[src/rtl/levinson_durbin_control_pkg.sv]
// Shared definitions for the order-10 Levinson-Durbin sequencing FSM:
// prediction order, derived select widths, state encoding and one-hot helper.
package levinson_durbin_control_pkg;

    localparam int ORDER = 10;
    localparam int R_W   = ORDER + 1;
    localparam int A_W   = ORDER;
    localparam int T_W   = ORDER - 1;
    localparam int CNT_W = 4;

    localparam logic [CNT_W-1:0] ORDER_C = CNT_W'(ORDER);

    typedef enum logic [2:0] {
        IDLE,
        INIT,
        QACC,
        KLD,
        UPD,
        WB,
        FIN,
        DONE
    } state_e;

    // Indices at or beyond width give an all-zero vector, so a stray index never selects.
    function automatic logic [R_W-1:0] onehot(input logic [CNT_W-1:0] index, input int width);
        logic [R_W-1:0] v;
        v = '0;
        for (int n = 0; n < R_W; n++) begin
            v[n] = (n < width) && (index == CNT_W'(n));
        end
        return v;
    endfunction

endpackage

[src/rtl/levinson_durbin_control.sv]
// Sequencer for the Levinson-Durbin recursion: runs once after reset, driving
// registered one-hot selects and load strobes into the shared arithmetic datapath.
module levinson_durbin_control
    import levinson_durbin_control_pkg::*;
(
    input  logic           clk_i,
    input  logic           rst_ni,
    output logic [R_W-1:0] r_rsel_o,
    output logic [A_W-1:0] a_rsel_o,
    output logic [A_W-1:0] a_wsel_o,
    output logic [T_W-1:0] temp_sel_o,
    output logic           out_sel_o,
    output logic           e_sel_o,
    output logic           q_sel_o,
    output logic           k_load_o,
    output logic           e_load_o
);

    state_e           state_q, state_d;
    logic [CNT_W-1:0] i_q, i_d;
    logic [CNT_W-1:0] j_q, j_d;
    logic             j_last_s;
    logic [CNT_W-1:0] i_minus_j_s;

    logic [R_W-1:0] r_rsel_q, r_rsel_d;
    logic [A_W-1:0] a_rsel_q, a_rsel_d;
    logic [A_W-1:0] a_wsel_q, a_wsel_d;
    logic [T_W-1:0] temp_sel_q, temp_sel_d;
    logic           out_sel_q, out_sel_d;
    logic           e_sel_q, e_sel_d;
    logic           q_sel_q, q_sel_d;
    logic           k_load_q, k_load_d;
    logic           e_load_q, e_load_d;

    assign j_last_s    = (j_q == (i_q - 4'd1));
    assign i_minus_j_s = i_d - j_d;

    // Next-state and i/j counter sequencing
    always_comb begin
        state_d = state_q;
        i_d     = i_q;
        j_d     = j_q;
        case (state_q)
            IDLE: begin
                state_d = INIT;
                i_d     = 4'd0;
                j_d     = 4'd0;
            end
            INIT: begin
                state_d = QACC;
                i_d     = 4'd1;
                j_d     = 4'd0;
            end
            QACC: begin
                if (j_last_s) begin
                    state_d = KLD;
                end else begin
                    j_d = j_q + 4'd1;
                end
            end
            KLD: begin
                j_d = 4'd1;
                if (i_q > 4'd1) begin
                    state_d = UPD;
                end else begin
                    state_d = FIN;
                end
            end
            UPD: begin
                if (j_last_s) begin
                    state_d = WB;
                    j_d     = 4'd1;
                end else begin
                    j_d = j_q + 4'd1;
                end
            end
            WB: begin
                if (j_last_s) begin
                    state_d = FIN;
                end else begin
                    j_d = j_q + 4'd1;
                end
            end
            FIN: begin
                if (i_q == ORDER_C) begin
                    state_d = DONE;
                end else begin
                    state_d = QACC;
                    i_d     = i_q + 4'd1;
                    j_d     = 4'd0;
                end
            end
            DONE: begin
                state_d = DONE;
            end
            default: begin
                state_d = IDLE;
                i_d     = 4'd0;
                j_d     = 4'd0;
            end
        endcase
    end

    // Decode from the state being entered, so the output register holds that state's selects
    always_comb begin
        r_rsel_d   = '0;
        a_rsel_d   = '0;
        a_wsel_d   = '0;
        temp_sel_d = '0;
        out_sel_d  = 1'b0;
        e_sel_d    = 1'b0;
        q_sel_d    = 1'b0;
        k_load_d   = 1'b0;
        e_load_d   = 1'b0;
        case (state_d)
            INIT: begin
                r_rsel_d = onehot(4'd0, R_W);
                e_load_d = 1'b1;
            end
            QACC: begin
                if (j_d == 4'd0) begin
                    r_rsel_d = onehot(i_d, R_W);
                    q_sel_d  = 1'b0;
                end else begin
                    r_rsel_d = onehot(i_minus_j_s, R_W);
                    a_rsel_d = A_W'(onehot(j_d - 4'd1, A_W));
                    q_sel_d  = 1'b1;
                end
            end
            KLD: begin
                k_load_d = 1'b1;
            end
            UPD: begin
                a_rsel_d   = A_W'(onehot(i_minus_j_s - 4'd1, A_W));
                temp_sel_d = T_W'(onehot(j_d - 4'd1, T_W));
            end
            WB: begin
                a_rsel_d   = A_W'(onehot(j_d - 4'd1, A_W));
                temp_sel_d = T_W'(onehot(j_d - 4'd1, T_W));
                a_wsel_d   = A_W'(onehot(j_d - 4'd1, A_W));
                out_sel_d  = 1'b0;
            end
            FIN: begin
                a_wsel_d  = A_W'(onehot(i_d - 4'd1, A_W));
                out_sel_d = 1'b1;
                e_sel_d   = 1'b1;
                e_load_d  = 1'b1;
            end
            default: begin
                r_rsel_d = '0;
            end
        endcase
    end

    // State, counters and output registers
    always_ff @(posedge clk_i or negedge rst_ni) begin
        if (!rst_ni) begin
            state_q    <= IDLE;
            i_q        <= 4'd0;
            j_q        <= 4'd0;
            r_rsel_q   <= '0;
            a_rsel_q   <= '0;
            a_wsel_q   <= '0;
            temp_sel_q <= '0;
            out_sel_q  <= 1'b0;
            e_sel_q    <= 1'b0;
            q_sel_q    <= 1'b0;
            k_load_q   <= 1'b0;
            e_load_q   <= 1'b0;
        end else begin
            state_q    <= state_d;
            i_q        <= i_d;
            j_q        <= j_d;
            r_rsel_q   <= r_rsel_d;
            a_rsel_q   <= a_rsel_d;
            a_wsel_q   <= a_wsel_d;
            temp_sel_q <= temp_sel_d;
            out_sel_q  <= out_sel_d;
            e_sel_q    <= e_sel_d;
            q_sel_q    <= q_sel_d;
            k_load_q   <= k_load_d;
            e_load_q   <= e_load_d;
        end
    end

    assign r_rsel_o   = r_rsel_q;
    assign a_rsel_o   = a_rsel_q;
    assign a_wsel_o   = a_wsel_q;
    assign temp_sel_o = temp_sel_q;
    assign out_sel_o  = out_sel_q;
    assign e_sel_o    = e_sel_q;
    assign q_sel_o    = q_sel_q;
    assign k_load_o   = k_load_q;
    assign e_load_o   = e_load_q;

endmodule

[config.mk]
export PLATFORM = sky130hd
export DESIGN_NAME = levinson_durbin_control
export DESIGN_NICKNAME = d
export VERILOG_FILES = /design/src/rtl/levinson_durbin_control_pkg.sv /design/src/rtl/levinson_durbin_control.sv
export SDC_FILE = /design/constraint.sdc
export NUM_CORES = 1
export LEC_CHECK = 0
export BUFFER_PORTS_ARGS = -buffer_cell sky130_fd_sc_hd__buf_2
export CAP_MARGIN = 20
export CORE_MARGIN = 8
export CORE_UTILIZATION = 30
export CTS_CLUSTER_DIAMETER = 150
export DETAILED_ROUTE_END_ITERATION = 10
export SETUP_SLACK_MARGIN = 0.15
export SLEW_MARGIN = 25
export SYNTH_ARGS = -nofsm -noshare
export SYNTH_HDL_FRONTEND = slang
export SYNTH_SLANG_ARGS = --single-unit
[constraint.sdc]
create_clock -name clk_i -period 4 [get_ports clk_i]
set_clock_uncertainty 0.1 [all_clocks]
set_input_delay 0.2 -clock clk_i [delete_from_list [all_inputs] [get_ports clk_i]]
set_output_delay 0.2 -clock clk_i [all_outputs]
set_load 0.005 [all_outputs]
# Yosys cells after proc, flatten, opt, wreduce, memory -nomap -nowiden
# Cells that the tools add are included.
[word_totals]
output_inout_bits = 45
input_bits = 2
word_cells = 115
regBits = 55
[op_classes]
n_addsub = 7
magnitude_cmp = 1
reduce_logical = 11
mux = 23
n_eq_ne = 62
[ops]
columns = ["operator", "count"]
rows = [
  ["$eq A4 B3 Y1 const B", 20],
  ["$eq A4 B4 Y1 const B", 13],
  ["$eq A4 B2 Y1 const B", 10],
  ["$pmux W10 S3", 1],
  ["$logic_not A4 Y1", 6],
  ["$pmux W3 S8", 1],
  ["$pmux W11 S2", 1],
  ["$eq A3 B3 Y1 const B", 7],
  ["$eq A4 B1 Y1 const B", 5],
  ["$pmux W10 S2", 1],
  ["$pmux W4 S5", 1],
  ["$mux W4", 4],
  ["$sub A4 B1 Y4 const B", 4],
  ["$eq A3 B2 Y1 const B", 4],
  ["$mux W3", 4],
  ["$pmux W4 S3", 1],
  ["$mux W11", 1],
  ["$mux W10", 1],
  ["$mux W9", 1],
  ["$add A4 B1 Y4 const B", 2],
  ["$reduce_or A2 Y1", 4],
  ["$eq A3 B1 Y1 const B", 2],
  ["$mux W1", 5],
  ["$eq A4 B4 Y1", 1],
  ["other kinds (4)", 4],
]

# Longest topological paths before layout
# Gate-level depths: netlist of run 1.
[depth]
word_depth = 8
depth_mapped = 19
depth_no_buf = 19

# Worst setup path before layout of run 1
# Ideal clock, no wire load.
[synth_timing]
path_kind = "register -> register"
startpoint = "reg i_q[0]"
endpoint = "reg r_rsel_q[4], in the netlist r_rsel_o[4]"
stages_incl_launch_ff = 20
slack_ns = -0.040
setup_ns = 0.111
path_buffers = 0
synth_period_minus_slack_ns = 4.040
required_ns = 3.789
arrival_ns = 3.829
path_cell_list = "dfrtp_1 -> inv_1 -> ha_1 -> xor2_1 -> nand3_2 -> nor2_4 -> inv_4 -> ha_1 -> nand2_1 -> o21ai_0 -> a221oi_2 -> inv_1 -> ha_1 -> nor2b_1 -> o21ai_0 -> o2111ai_1 -> o221ai_1 -> mux2i_1 -> xnor2_1 -> a2111oi_2"
[synth_via]
elab_chain_cells = 8
word_cells_on_any_way = 25
cone_classes = "add/sub: 3; order compare: 1; eq/ne: 6; mux: 14; reduce/logical: 1"
[synth_lines]
columns = ["element", "line_no", "rtl"]
rows = [
  ["from (decl)", "levinson_durbin_control.sv:20", "logic [CNT_W-1:0] i_q, i_d;"],
  ["from (signal assigned)", "levinson_durbin_control.sv:172", "i_q <= i_d;"],
  ["$sub A4 B1 Y4", "levinson_durbin_control.sv:35", "assign j_last_s = (j_q == (i_q - 4'd1));"],
  ["$eq A4 B4 Y1", "levinson_durbin_control.sv:35", ""],
  ["$mux W4, on equally long branches", "levinson_durbin_control.sv:55, levinson_durbin_control.sv:78, levinson_durbin_control.sv:70", ""],
  ["$pmux W4 S5 (*)", "levinson_durbin_control.sv:43", "case (state_q)"],
  ["via j_d[0]", "levinson_durbin_control.sv:21", "logic [CNT_W-1:0] j_q, j_d;"],
  ["$sub A4 B4 Y4", "levinson_durbin_control.sv:36", "assign i_minus_j_s = i_d - j_d;"],
  ["$eq A4 B3 Y1", "levinson_durbin_control_pkg.sv:29", "v[n] = (n < width) && (index == CNT_W'(n));"],
  ["$mux W11 (*)", "levinson_durbin_control.sv:121", "if (j_d == 4'd0) begin"],
  ["$pmux W11 S2 (*)", "levinson_durbin_control.sv:115", "case (state_d)"],
  ["via r_rsel_d[4]", "levinson_durbin_control.sv:25", "logic [R_W-1:0] r_rsel_q, r_rsel_d;"],
  ["to (signal assigned)", "levinson_durbin_control.sv:174", "r_rsel_q <= r_rsel_d;"],
  ["to (decl)", "levinson_durbin_control.sv:25", ""],
]
# The timed path passes the listed nets; every way through them passes the cells marked *.

# Worst setup path after layout of run 1
[layout_timing]
startpoint = "reg i_q[1]"
endpoint = "reg r_rsel_q[5], in the netlist r_rsel_o[5]"
# Same word-level chain as after synthesis.

==> results by group, run 1 <==
Run status
  – Status: complete, no violations

Job
  – # Max-Cap Violations: 0

Floorplanning
  – Die height: 116 um
  – Die area: 13400 um^2
  – Core area: 9730 um^2
  – Num rows: 36
  – IO Count: 47
  – Die Width: 116 um
  – Initial Util: 30.7%

Synthesis
  – Synth top area share: 46.1%
  – Top cells by area, synth: dfrtp_1 46%, ha_1 3.8%, nor2_1 3.1%, o22ai_1 3.1%, nand2_1 2.9%
  – Mapped cell area: 2990 um^2
  – Syn_nets: 305
  – Synth Area per Inst: 10.2 um^2
  – Yosys warning count: 0
  – Yosys cell types: 69
  – EDFF count, synth: 0
  – Async S/R FF share, synth: 100%
  – Most used DFF post-synth: dfrtp_1
  – Post-synthesis cell count: 293
  – Flops & latches, synth: 55
  – Largest area contributor in the netlist: dfrtp_1
  – Seq/Total Area, Yosys: 46.1%

Power and ir drop
  – Total power: 0.895 mW
  – Max VDD drop: 0.151 mV
  – Pwr dens: 229 nW/um^2
  – P_leak: 1.89 nW

Critical path
  – CP Max Fanout: 8
  – Delay-heaviest family, CP: simple AND/OR/NAND/NOR gates
  – Critical path class: reg2reg
  – Crit-path most repeated cell: buf_6
  – CP arrival: 3880 ps
  – CP Buf/Inv Count: 4
  – Critical Path Max Stage Delay: 450 ps
  – CP endpoint kind: flop
  – Crit-path slowest cell: dfrtp_2
  – Data required, critical path: 4120 ps
  – Critical-path cell list: buf_6 > nor3_4 > xnor2_4 > nor2_4 > inv_4 > ha_4 > nand2_2 > o21ai_2 > a221oi_2 > inv_2 > buf_6 > a211o_1 > or3_4 > or3b_4 > a2111oi_4
  – CP Launch Type: flop

Final layout
  – Fill count: 959
  – Most frequent cells in the layout: 52 x dfrtp_1, 46 x buf_2, 35 x buf_4
  – Layout area overhead: 30.9%
  – N_diodes: 0
  – Share of cells above drive strength 1: 39.3%
  – Leading cell type in the layout, fill and taps excluded: dfrtp_1
  – Final Util: 40.2%
  – Final net count: 380

CTS
  – Worst-path clk slew: 110 ps
  – CTS Buf Count: 5
  – Worst skew pair latency: 320 ps
  – H-tree level count: 2
  – Clock Sink Count: 55
  – Root Buffer Master: clkbuf_8
  – TritonCTS clock tree: done
  – Max Root-Sink Buffers: 2

Detailed routing
  – Routed length per instance: 17.0 um
  – Residual DRC: 0
  – Vias after detailed routing: 2588
  – Antenna Nets Post-Route: 0
  – Via density: 5.16
  – Total routed wirelength: 8550 um
  – Iteration-0 DRC Markers: 145
  – DR pass1 iterations: 4

GRT
  – Gr usage total: 12.5%
  – First-pass GRT wire length: 13400 um
  – Largest net degree at the start of global routing: 56
  – GRT overflow: 0
  – Antenna violations before repair: 0
  – Vias in the first global route: 2578

STA
  – Final period utilization: 94.1%
  – RSZ-0062 raised after global routing: yes
  – Final critical-path required period: 3760 ps
  – Fin. max-slew vios: 0
  – Slew HR: 48.7%
  – Fin Setup TNS: 0 ps
  – Final Hold Vio Count: 0
  – Worst-margin pin slew: 768 ps
  – Max Clk Rate: 266 MHz
  – Setup violators final: 0

Placed design
  – Final Wtd Congestion: 0.852
  – HPWL Detailed: 6190 um
  – Port-buffer cells: 46

Hold path
  – Hold Crit Class: in2async
report_power, final:
group / total (mW) / internal, mW / switching (mW)
clock network: 0.328 / 0.130 / 0.198
logic: 0.0118 / 0.00161 / 0.0102
registers: 0.556 / 0.556 / 0
worst reg2reg max path, cell delays in order (launching register included):
cell       delay [ps]
dfrtp_2           450
buf_6             140
nor3_4            280
xnor2_4           140
nor2_4            180
inv_4              50
ha_4              220
nand2_2            60
o21ai_2            60
a221oi_2          300
inv_2             110
buf_6             130
a211o_1           240
or3_4             430
or3b_4            430
a2111oi_4         340
kinds of logic after synthesis:
family	Yosys count	share of synthesized area, %
mux	8	2.72
fa+ha+maj	10	4.44
compound gates	66	17.2
buf+inv	33	4.61
xor+xnor	13	5.16
simple gates	108	19.7
flops	55	46.1
worst paths after layout:
kind,from,endpoint,slack [ps],cells after the start
max reg2reg,i_q[1],r_rsel_o[5],240,15
min in group clk_i,state_q[2],k_load_o,600,2
min reg2reg,state_q[2],k_load_o,600,2
max in group asynchronous,rst_ni,i_q[0],2890,3
min,rst_ni,state_q[2],410,3
max,i_q[1],r_rsel_o[5],240,15
metal layers:
metal | vias to the layer above | track usage, % | routed length, um
li1 | 1207 | - | -
met1 | 1263 | 16.1 | 3590
met2 | 106 | 20.4 | 4130
met3 | 12 | 2.29 | 662
met4 | 0 | 4.75 | 168
met5 | - | 0 | 0
registers in the layout (all words and copies together) (netlist names):
register    cells
j_q             4
out_sel_o       1
r_rsel_o       11
a_rsel_o       10
k_load_o        1
state_q         3
temp_sel_o      9
e_load_o        1
a_wsel_o       10
i_q             4
q_sel_o         1
cell usage after synthesis (2+ instances only):
| master | count |
|---|---|
| o22ai_1 | 15 |
| inv_1 | 14 |
| nand3_1 | 8 |
| and3_1 | 2 |
| buf_2 | 4 |
| dfrtp_1 | 55 |
| a221oi_1 | 2 |
| nand2_1 | 23 |
| nor4_1 | 3 |
| buf_1 | 2 |
| nor2_1 | 25 |
| nand4_1 | 4 |
| xor2_1 | 7 |
| nand3b_1 | 2 |
| o31a_1 | 2 |
| or2_2 | 7 |
| mux2i_1 | 7 |
| nor2b_1 | 5 |
| o21ai_0 | 8 |
| a21oi_1 | 10 |
| a2111oi_2 | 2 |
| xnor2_1 | 3 |
| inv_4 | 2 |
| or3_1 | 6 |
| o32ai_1 | 6 |
| ha_1 | 9 |
| clkbuf_1 | 9 |
| nand2b_1 | 6 |
| nor3b_1 | 3 |
| nor3_1 | 3 |
metrics by stage:
step	cell area [um^2]	hold WS (ps)	setup slack [ps]	instances
after global routing	3910	523	44.5	502
after global placement	3530	258	91.9	476
after CTS	3690	458	145	487
final	3910	413	237	502
after detailed placement	3530	276	89.0	476
after floorplan	3060	-196	140	293
what timing repair did:
item                       4_1_cts  5_1_grt
gates cloned                     0        0
gates resized for setup          5       25
hold buffers                     1        0
pin swaps                        1       17
buffers inserted                 2       15
setup endpoints to repair        9       21
hold endpoints to repair        55        0
final cells by class:
| class | count | area (um^2) | share of cell area (%) |
|---|---|---|---|
| multi-input combinational | 205 | 1670 | 42.7 |
| sequential | 55 | 1380 | 35.3 |
| timing repair buffer | 84 | 526 | 13.4 |
| tap | 133 | 166 | 4.26 |
| inverter | 17 | 71.3 | 1.83 |
| clock buffer | 5 | 68.8 | 1.76 |
| clock inverter | 3 | 28.8 | 0.736 |
No activity file was read; power rests on OpenSTA's default activity.
==> run 2: changes to the inputs <==
--- a/config.mk
+++ b/config.mk
@@ -5,6 +5,7 @@
 export SDC_FILE = /design/constraint.sdc
 export NUM_CORES = 1
 export LEC_CHECK = 0
+export ABC_AREA = 1
 export BUFFER_PORTS_ARGS = -buffer_cell sky130_fd_sc_hd__buf_2
 export CAP_MARGIN = 20
 export CORE_MARGIN = 8
==> results by group, run 2 <==
Power and ir drop
  – P_int: 0.687 mW
  – Sequential power share: 62.4%
  – Gate power share: 1.3%
  – Max VDD drop: 0.129 mV
  – Clock power frac: 36.2%
  – P_leak: 1.89 nW
  – Pwr dens: 253 nW/um^2
  – Sw frac: 22.8%
  – NetSw: 0.203 mW

Synthesis
  – Post-synthesis cell count: 346
  – Synth Area per Inst: 8.54 um^2
  – Flops & latches, synth: 55
  – Yosys warning count: 0
  – Post-synth top cells: 83 x nand2_1, 55 x dfrtp_1, 37 x nand3_1, 36 x inv_1, 33 x nor2_1
  – Syn_nets: 358
  – Most used DFF post-synth: dfrtp_1
  – Top cells by area, synth: dfrtp_1 47%, nand2_1 11%, nand3_1 6.3%, inv_1 4.6%, nor2_1 4.2%
  – Mapped cell area: 2950 um^2
  – Async S/R FF share, synth: 100%
  – Largest area contributor in the netlist: dfrtp_1
  – EDFF count, synth: 0
  – Synth top area share: 46.6%
  – Most common cell in the netlist: nand2_1
  – Yosys cell types: 35
  – Seq/Total Area, Yosys: 46.6%

Critical path
  – Crit Reg-Reg Startpoint: i_q[0]
  – Reg2reg path depth: 22
  – CP Max Fanout: 7
  – Critical path class: reg2reg
  – Data required, critical path: 4090 ps
  – Reg-to-reg slack, setup: 330 ps
  – CP arrival: 3760 ps
  – CP Launch Type: flop
  – CP endpoint kind: flop
  – Worst R2R End: a_rsel_o[9]

Floorplanning
  – Initial Util: 30.5%
  – Die height: 115 um
  – IO Count: 47
  – Die area: 13300 um^2
  – Die Width: 115 um
  – Num rows: 36
  – Core area: 9680 um^2

Placed design
  – Pre-CTS setup slack: 145 ps
  – Port-buffer cells: 46
  – Final Wtd Congestion: 0.861
  – HPWL Detailed: 5840 um

CTS
  – Clock Sink Count: 55
  – Worst skew pair latency: 310 ps
  – CTS Buf Count: 5
  – Worst-path clk slew: 110 ps
  – Root Buffer Master: clkbuf_8
  – TritonCTS clock tree: done
  – Max Root-Sink Buffers: 2
  – H-tree level count: 2

GRT
  – Gr usage total: 11.4%
  – Largest net degree at the start of global routing: 56
  – First-pass GRT wire length: 12000 um
  – GRT overflow: 0
  – Vias in the first global route: 2450
  – Antenna violations before repair: 0

STA
  – RSZ-0062 raised after global routing: no
  – Final period utilization: 91.7%
  – Fin Setup TNS: 0 ps
  – Final Hold Vio Count: 0
  – Setup violators final: 0
  – Fin. max-slew vios: 0
  – Max Clk Rate: 273 MHz
  – Final critical-path required period: 3670 ps
  – Worst-margin pin slew: 684 ps
  – Final worst setup slack: 330 ps
  – Slew HR: 54.4%

Final layout
  – Leading cell type in the layout, fill and taps excluded: nand2_1
  – Final net count: 417
  – Area taken by flip-flops and latches: 1380 um^2
  – N_diodes: 0
  – Fill count: 1010
  – Footprint of the multi-input gates: 1410 um^2
  – Max reg flops: 11
  – Final Util: 36.3%
  – Share of cells above drive strength 1: 25.4%
  – Layout area overhead: 18.9%
  – Most frequent cells in the layout: 82 x nand2_1, 54 x dfrtp_1, 46 x buf_2

Detailed routing
  – Routed length per instance: 13.7 um
  – DR pass1 iterations: 4
  – Antenna Nets Post-Route: 0
  – Vias after detailed routing: 2485
  – Total routed wirelength: 7390 um
  – Iteration-0 DRC Markers: 129
  – Residual DRC: 0
  – Via density: 4.61

Run status
  – Status: complete, no violations

Hold path
  – Hold Crit Class: in2async

Job
  – # Max-Cap Violations: 0
==> run 2: cells by family after synthesis <==
group	after synthesis	synth area share (%)
DFF	55	46.6
xor gates and xnor gates	7	2.08
buffers and inverters	45	6.40
adders and majority gates	10	4.49
AOI/OAI and AO/OA	30	6.31
and+or+nand+nor	199	34.1
==> run 2: layout make-up <==
| class | count | share of cell area, % |
|---|---|---|
| multi-input cells | 246 | 40.1 |
| flip-flops and latches | 55 | 39.2 |
| repair buffers | 56 | 8.76 |
| well taps | 133 | 4.74 |
| inverters | 41 | 4.38 |
| clock buffers | 5 | 1.96 |
| clock inverters | 3 | 0.819 |
==> run 2: critical path, cell delays in order, from the launching register on <==
cell      delay, ps
dfrtp_2         420
inv_2            70
ha_2            330
xor2_1          170
nand2_1         110
nor2_4          120
nand2_2         110
ha_1            290
nand2_1          80
o211ai_1         90
nand2_1         110
o21ai_4          70
ha_1            200
inv_1            90
fa_2            460
nor2_1          120
inv_1            60
nor2_1          140
inv_1            80
nand2_2          90
nor2_1           70
nand2_1          70
o21ai_0          90
==> run 2: repair_timing <==
item                       4_1_cts  5_1_grt
pin swaps                        0        1
gates resized for setup          1        6
hold endpoints to repair        55        0
setup endpoints to repair        3       17
hold buffers                     1        0
setup buffers                    0        5
==> run 2: per-layer routing <==
metal	vias up	GRT usage [%]	wire (um)
li1	1247	-	-
met1	1162	14.1	3260
met2	64	19.1	3590
met3	12	2.15	362
met4	0	4.99	176
met5	-	0	0
==> run 2: how the worst max path moves through the flow <==
stage	start	end	slack, ps	depth (start not counted)
after global placement	i_q[0]	r_rsel_o[1]	290	22
after detailed placement	i_q[0]	r_rsel_o[1]	140	22
after global routing	i_q[0]	a_rsel_o[0]	110	22
final	i_q[0]	a_rsel_o[9]	330	22
after CTS	i_q[1]	r_rsel_o[1]	170	22
after floorplan	i_q[0]	r_rsel_o[1]	460	22
==> run 2: power groups by stage <==
stage / Clock, mW / Combinational, mW / Sequential [mW]
2_1_floorplan: 0 / 0.000000842 / 0.567
3_3_place_gp: 0 / 0.0120 / 0.567
3_5_place_dp: 0 / 0.0123 / 0.567
4_1_cts: 0.337 / 0.0131 / 0.556
5_1_grt: 0.362 / 0.0149 / 0.556
6_report: 0.322 / 0.0120 / 0.556
==> run 2: stage by stage <==
step,hold WS (ps),area [um^2],instances,power [mW]
after CTS,473,3450,534,0.906
final,422,3510,539,0.890
after global placement,268,3350,525,0.579
after detailed placement,274,3350,525,0.579
after floorplan,-196,2950,346,0.567
after global routing,524,3510,539,0.932
==> run 3: changes to the inputs <==
--- a/config.mk
+++ b/config.mk
@@ -10,6 +10,7 @@
 export CAP_MARGIN = 20
 export CORE_MARGIN = 8
 export CORE_UTILIZATION = 30
+export CTS_BUF_LIST = sky130_fd_sc_hd__clkbuf_16
 export CTS_CLUSTER_DIAMETER = 150
 export DETAILED_ROUTE_END_ITERATION = 10
 export SETUP_SLACK_MARGIN = 0.15
==> results by group, run 3 (same netlist as run 2, synthesis figures left out) <==
Run status
  – Status: complete, no violations

Critical path
  – Critical path class: reg2reg
  – CP Max Fanout: 7
  – CP Launch Type: flop
  – Data required, critical path: 4070 ps
  – CP Buf/Inv Count: 4
  – Crit-path most repeated cell: nand2_1
  – CP endpoint kind: flop
  – Critical-path cell list: inv_2 > ha_2 > xor2_1 > nand2_1 > nor2_4 > nand2_2 > ha_1 > nand2_1 > o211ai_1 > nand2_1 > o21ai_4 > ha_1 > inv_1 > fa_2 > nor2_1 > inv_1 > nor2_1 > inv_1 > nand2_2 > nor2_1 > nand2_1 > o21ai_0
  – Critical Path Max Stage Delay: 460 ps
  – Crit-path slowest cell: fa_2
  – Reg-to-reg slack, setup: 350 ps
  – Delay-heaviest family, CP: adder cells
  – CP arrival: 3720 ps

Final layout
  – N_diodes: 0
  – Most frequent cells in the layout: 82 x nand2_1, 54 x dfrtp_1, 46 x buf_2
  – Layout area overhead: 20.8%
  – Share of cells above drive strength 1: 25.4%
  – Leading cell type in the layout, fill and taps excluded: nand2_1
  – Final net count: 417
  – Design Area, Final: 3570 um^2
  – Final Util: 36.8%
  – Max reg flops: 11

CTS
  – Clock Sink Count: 55
  – Worst-path clk slew: 80 ps
  – Worst skew pair latency: 300 ps
  – Root Buffer Master: clkbuf_16
  – TritonCTS clock tree: done
  – CTS Buf Count: 5
  – Max Root-Sink Buffers: 2
  – H-tree level count: 2

Placed design
  – HPWL Detailed: 5840 um
  – Final Wtd Congestion: 0.861
  – Port-buffer cells: 46
  – DP Area: 3350 um^2

STA
  – Worst-margin pin slew: 684 ps
  – Fin Setup TNS: 0 ps
  – Max Clk Rate: 274 MHz
  – Setup violators final: 0
  – Final period utilization: 91.3%
  – Slew HR: 54.4%
  – Final Hold Vio Count: 0
  – Final critical-path required period: 3650 ps
  – Hold Slack: 443 ps
  – RSZ-0062 raised after global routing: no
  – Fin. max-slew vios: 0

GRT
  – GRT overflow: 0
  – First-pass GRT wire length: 12100 um
  – Gr usage total: 11.5%
  – Vias in the first global route: 2464
  – Largest net degree at the start of global routing: 56
  – Antenna violations before repair: 0

Detailed routing
  – Vias after detailed routing: 2519
  – Antenna Nets Post-Route: 0
  – Iteration-0 DRC Markers: 143
  – Via density: 4.67
  – Residual DRC: 0
  – DR pass1 iterations: 4
  – Total routed wirelength: 7440 um
  – Routed length per instance: 13.8 um

Power and ir drop
  – P_leak: 1.92 nW
  – Max VDD drop: 0.209 mV
  – Total power: 1.01 mW
  – Pwr dens: 284 nW/um^2

Floorplanning
  – Core area: 9680 um^2
  – Num rows: 36
  – IO Count: 47
  – Initial Util: 30.5%
  – Die Width: 115 um
  – Die area: 13300 um^2
  – Die height: 115 um

Job
  – # Max-Cap Violations: 0

Hold path
  – Hold Crit Class: in2async
run 3: final timing paths:
| kind | start | to | cells after the start |
|---|---|---|---|
| setup / recovery | i_q[0] | a_rsel_o[9] | 22 |
| hold / removal | rst_ni | i_q[2] | 3 |
| setup reg to reg | i_q[0] | a_rsel_o[9] | 22 |
| hold reg to reg | state_q[0] | k_load_o | 3 |
| max in group asynchronous | rst_ni | temp_sel_o[2] | 3 |
| min in group clk_i | state_q[0] | k_load_o | 3 |
run 3: power by group:
| group | total [mW] | switching (mW) | internal (mW) |
|---|---|---|---|
| registers | 0.556 | 0 | 0.556 |
| clock network | 0.446 | 0.207 | 0.239 |
| logic | 0.0119 | 0.0103 | 0.00161 |
run 3: worst register-to-register path, stage by stage (launching register included):
cell	delay (ps)
dfrtp_2	410
inv_2	70
ha_2	330
xor2_1	170
nand2_1	110
nor2_4	120
nand2_2	110
ha_1	290
nand2_1	80
o211ai_1	90
nand2_1	110
o21ai_4	70
ha_1	200
inv_1	90
fa_2	460
nor2_1	120
inv_1	60
nor2_1	140
inv_1	90
nand2_2	90
nor2_1	70
nand2_1	70
o21ai_0	80
run 3: metal layers:
layer	up-vias	wire length [um]	global-route usage, %
li1	1247	-	-
met4	0	163	5.69
met2	68	3650	19.3
met1	1193	3250	13.8
met3	11	374	2.21
met5	-	0	0
run 3: cell type report:
cell class                 count  area, um^2
tap                          133         166
sequential                    55        1380
timing repair buffer          56         308
clock inverter                 3        28.8
fill                         997        6120
multi-input combinational    246        1410
clock buffer                   5         125
inverter                      41         154
run 3: timing repair:
action                     in CTS  in global routing
hold endpoints to repair       55                  0
resized for setup               1                  6
hold buffers                    1                  0
pin swaps                       0                  1
setup endpoints to repair       3                 17
buffers inserted                0                  5
run 3: through the flow:
step	cells	setup slack [ps]
final	539	346
after detailed placement	525	145
after global routing	539	97.1
after global placement	525	292
after CTS	534	164
after floorplan	346	463
